===== src/rtl/stream_serializer.sv =====
// stream_serializer: splits one IN_WIDTH word into OUT_WIDTH chunks, LS chunk first.
// Ports:
//   clk        clock, all state on rising edge
//   rst        asynchronous reset, active low
//   IN_data    word from the FIFO
//   IN_count   chunks in word minus one, clamped to RATIO-1
//   IN_valid   word valid
//   OUT_ready  word taken this cycle when high (combinational from IN_ready)
//   OUT_data   current chunk
//   OUT_valid  chunk valid
//   OUT_last   current chunk is the final chunk of its word
//   IN_ready   downstream accepts the chunk
module stream_serializer #(
   parameter int IN_WIDTH  = 32,
   parameter int OUT_WIDTH = 8,
   localparam int RATIO    = IN_WIDTH / OUT_WIDTH,
   localparam int CW       = $clog2(RATIO)
) (
   input  logic                 clk,
   input  logic                 rst,
   input  logic [IN_WIDTH-1:0]  IN_data,
   input  logic [CW-1:0]        IN_count,
   input  logic                 IN_valid,
   output logic                 OUT_ready,
   output logic [OUT_WIDTH-1:0] OUT_data,
   output logic                 OUT_valid,
   output logic                 OUT_last,
   input  logic                 IN_ready
);
   typedef enum logic {IDLE, BUSY} state_t;
   localparam logic [CW-1:0] MAX_IDX = CW'(RATIO - 1);
   state_t              state_q;
   logic [IN_WIDTH-1:0] buf_q;
   logic [CW-1:0]       idx_q;
   logic [CW-1:0]       last_idx_q;
   logic [CW-1:0]       last_idx_d;
   logic                last_q;
   logic                word_acc;
   logic                chunk_acc;
   // Clamping is only reachable when RATIO is not a power of two.
   if ((RATIO & (RATIO - 1)) == 0) begin : g_pow2
      assign last_idx_d = IN_count;
   end else begin : g_clamp
      assign last_idx_d = (IN_count > MAX_IDX) ? MAX_IDX : IN_count;
   end
   assign OUT_valid = (state_q == BUSY);
   assign OUT_data  = buf_q[OUT_WIDTH-1:0];
   assign OUT_last  = last_q;
   assign chunk_acc = OUT_valid && IN_ready;
   // Taking the next word while the last chunk leaves gives zero-bubble handover.
   assign OUT_ready = (state_q == IDLE) || (chunk_acc && last_q);
   assign word_acc  = IN_valid && OUT_ready;
   always_ff @(posedge clk or negedge rst) begin
      if (!rst) begin
         state_q    <= IDLE;
         buf_q      <= '0;
         idx_q      <= '0;
         last_idx_q <= '0;
         last_q     <= 1'b0;
      end else if (word_acc) begin
         state_q    <= BUSY;
         buf_q      <= IN_data;
         idx_q      <= '0;
         last_idx_q <= last_idx_d;
         last_q     <= (last_idx_d == '0);
      end else if (chunk_acc) begin
         if (last_q) begin
            state_q <= IDLE;
            buf_q   <= '0;
            last_q  <= 1'b0;
         end else begin
            buf_q  <= buf_q >> OUT_WIDTH;
            idx_q  <= idx_q + 1'b1;
            last_q <= (CW'(idx_q + 1'b1) == last_idx_q);
         end
      end
   end
endmodule


===== config.mk =====
export PLATFORM = sky130hd
export DESIGN_NAME = stream_serializer
export DESIGN_NICKNAME = d
export VERILOG_FILES = /design/src/rtl/stream_serializer.sv
export SDC_FILE = /design/constraint.sdc
export NUM_CORES = 1
export LEC_CHECK = 0
export ABC_AREA = 1
export CAP_MARGIN = 20
export CORE_MARGIN = 8
export CORE_UTILIZATION = 52
export CTS_CLUSTER_SIZE = 12
export DETAILED_ROUTE_END_ITERATION = 16
export GPL_ROUTABILITY_DRIVEN = 0
export GPL_TIMING_DRIVEN = 0
export PLACE_DENSITY = 0.84
export SETUP_SLACK_MARGIN = 0.3
export SYNTH_ARGS = -nofsm -noshare
export SYNTH_HDL_FRONTEND = slang
export SYNTH_SLANG_ARGS = --single-unit

===== constraint.sdc =====
create_clock -name clk -period 2.47 [get_ports clk]
set_input_delay 0.494 -clock clk [delete_from_list [all_inputs] [get_ports clk]]
set_output_delay 0.494 -clock clk [all_outputs]
set_load 0.005 [all_outputs]

==> impl_metrics.yaml <==
run_status:
  status: "finished, final reports clean"
finish:
  antennaDiodeCount: 0
  register_area_um2: 951
  fin_area_um2: 2520
  layoutNonFillerInstCount: 322
  num-fill-cells: 282
  multi_input_area_um2: 772
  area_growth_pct: 32.0
  layout-drive-gt1-share_pct: 17.9
  nNetsFinal: 312
synthesis:
  synthTopCellsByArea: "dfrtp_1 50%, nand2_1 21%, nand3_2 10%, buf_6 4.7%, buf_4 3.1%"
  syn-num-nets: 257
  syn-cell-area_um2: 1910
  synth.distinct_cells: 17
  synth_top_cell_by_area: "dfrtp_1"
  ys_ff_latch: 38
  synth_top_area_share_pct: 49.8
  seq_area_frac_synth_pct: 49.8
  syn-instance-count: 219
  avgSynthCellArea_um2: 8.72
  yosysWarnings: 0
timing:
  timing.fmax_mhz: 504
  rsz0062_at_grt: "false"
  timing.setup.tns_ns: 0
  skew_ns: 0.00240
  period_needed_ns: 1.98
  finalHoldViolCount: 0
  slew_viol_final: 0
  fin_ws_ns: 0.486
  worstMarginPinSlew_ns: 0.851
  setup_viol: 0
  min_period_over_period_pct: 80.3
  max-slew-margin-rel_pct: 43.2
global_route:
  grt_use_total_pct: 14.6
  grt_max_degree: 39
  grt_pass1_vias: 1607
  overflow: 0
  antenna_found_initial: 0
  grt_pass1_wl_um: 7110
floorplanning:
  start_util_pct: 53.0
  die_h_um: 76.6
  die_area_um2: 5870
  die_w_um: 76.6
  ios: 49
  row_count: 22
  core-area_um2: 3610
clock_network:
  cts_setup_buffers: 0
  cts_tree: "built"
  ctsLongestPathBuffers: 2
  cts-root-buf: "clkbuf_8"
  post_cts_resized: 1
  cts_sinks: 38
  hold_buffers: 0
  clk_pin_slew_ns: 0.07
  htreeDepth: 2
  insertion_delay_ns: 0.28
  numCtsBuffers: 5
worst_setup_path:
  critPathArrivalTime_ns: 1.49
  worstSetupStartpointType: "input port"
  critPathKind: "in2out"
  cp-end-kind: "output port"
  critPathRequiredTime_ns: 1.98
  crit_path_max_fanout: 4
flow_run:
  cap_violations: 0
place:
  place_ws_ns: 0.229
  hpwl_um: 2970
  dp.cells: 315
  detailed_place.area_um2: 2450
  port_buffers: 48
power:
  leakagePower_nw: 1.30
  power_density_nw_per_um2: 960
  ir_worst_vdd_mv: 0.536
drt:
  firstDrtPassIters: 4
  viasPerCell: 4.72
  post_drt_wl_per_cell_um: 12.5
  drt_iter0_markers: 75
  num_vias: 1521
  finalWirelength_um: 4020
  ant_nets: 0
  drc: 0
worst_hold_path:
  hold_path.class: "in2async"
==> worst max-delay path, cell delays in order <==
cell and delay [ns]:
clkdlybuf4s50_1 0.52, nand2_2 0.11, nand2_4 0.11, dlygate4sd2_1 0.25
==> kinds of logic after synthesis <==
family	share of synthesized area (%)
AOI/OAI and AO/OA	2.82
and+or+nand+nor	37.6
DFF	49.8
buffers and inverters	9.82
==> layout by cell type (no fill, tap or decap) <==
| cell | synthesis | routed |
|---|---|---|
| nand2_1 | 107 | 107 |
| nor2_4 | 1 | 1 |
| dfrtp_1 | 38 | 38 |
| a21oi_1 | 3 | 3 |
| a21oi_4 | 1 | 1 |
| clkbuf_8 | 0 | 5 |
| buf_2 | 0 | 1 |
| nor2_1 | 6 | 6 |
| inv_1 | 9 | 9 |
| nand3_2 | 19 | 19 |
| o21ai_0 | 3 | 3 |
| buf_4 | 8 | 8 |
| clkbuf_1 | 0 | 2 |
| buf_6 | 8 | 8 |
| o211ai_1 | 1 | 1 |
| nand2_2 | 2 | 2 |
| clkdlybuf4s50_1 | 0 | 46 |
| dlygate4sd2_1 | 0 | 1 |
| nand3_1 | 8 | 8 |
| or2_1 | 1 | 1 |
| nand2_4 | 3 | 3 |
| inv_2 | 1 | 1 |
==> path summary, 6_finish.rpt <==
check,startpoint,to,slack (ns),cells after the start
max in group asynchronous,rst,buf_q[30],1.62,1
worst min register to register,buf_q[27],buf_q[27],0.47,2
worst min-delay path,rst,OUT_valid,0.30,1
worst max-delay path,IN_ready,OUT_ready,0.49,4
worst max register to register,OUT_last,buf_q[17],1.13,5
min in group clk,buf_q[27],buf_q[27],0.47,2
==> state kept, by name, indices dropped and copies added, names as in the netlist <==
register,count
last_idx_q,2
OUT_last,1
buf_q,32
idx_q,2
OUT_valid,1
==> per-stage QoR <==
stage | hold slack, ns | power [mW] | utilization (%)
final | 0.303 | 2.42 | 69.9
after global routing | 0.383 | 2.61 | 69.9
after CTS | 0.332 | 2.44 | 69.9
after detailed placement | 0.459 | 2.04 | 67.8
after global placement | 0.454 | 2.00 | 68.0
after floorplan | 0.198 | 1.67 | -
==> routing by layer <==
layer | global-route usage (%) | wire (µm) | up-vias
met2 | 24.4 | 1940 | 37
met3 | 5.07 | 217 | 5
met4 | 5.00 | 53 | 0
met5 | 0 | 0 | -
li1 | - | - | 781
met1 | 16.9 | 1810 | 698
==> report_power, final <==
part | switching, mW | internal [mW]
sequential | 0.164 | 0.876
clock | 0.199 | 0.194
combinational | 0.458 | 0.529
total | 0.821 | 1.60
==> area by class of cell <==
type / count / area share (%)
Tap cell: 48 / 2.38
Multi-Input combinational cell: 155 / 30.6
Sequential cell: 38 / 37.7
Inverter: 10 / 1.49
Buffer: 16 / 5.96
Clock buffer: 7 / 3.03
Timing Repair Buffer: 48 / 18.8
==> cell usage after synthesis, drive strengths merged <==
| master | number |
|---|---|
| inv | 10 |
| nor2 | 7 |
| o211ai | 1 |
| nand3 | 27 |
| buf | 16 |
| or2 | 1 |
| dfrtp | 38 |
| a21oi | 4 |
| o21ai | 3 |
| nand2 | 112 |
Power figures use the tool's default switching activity.
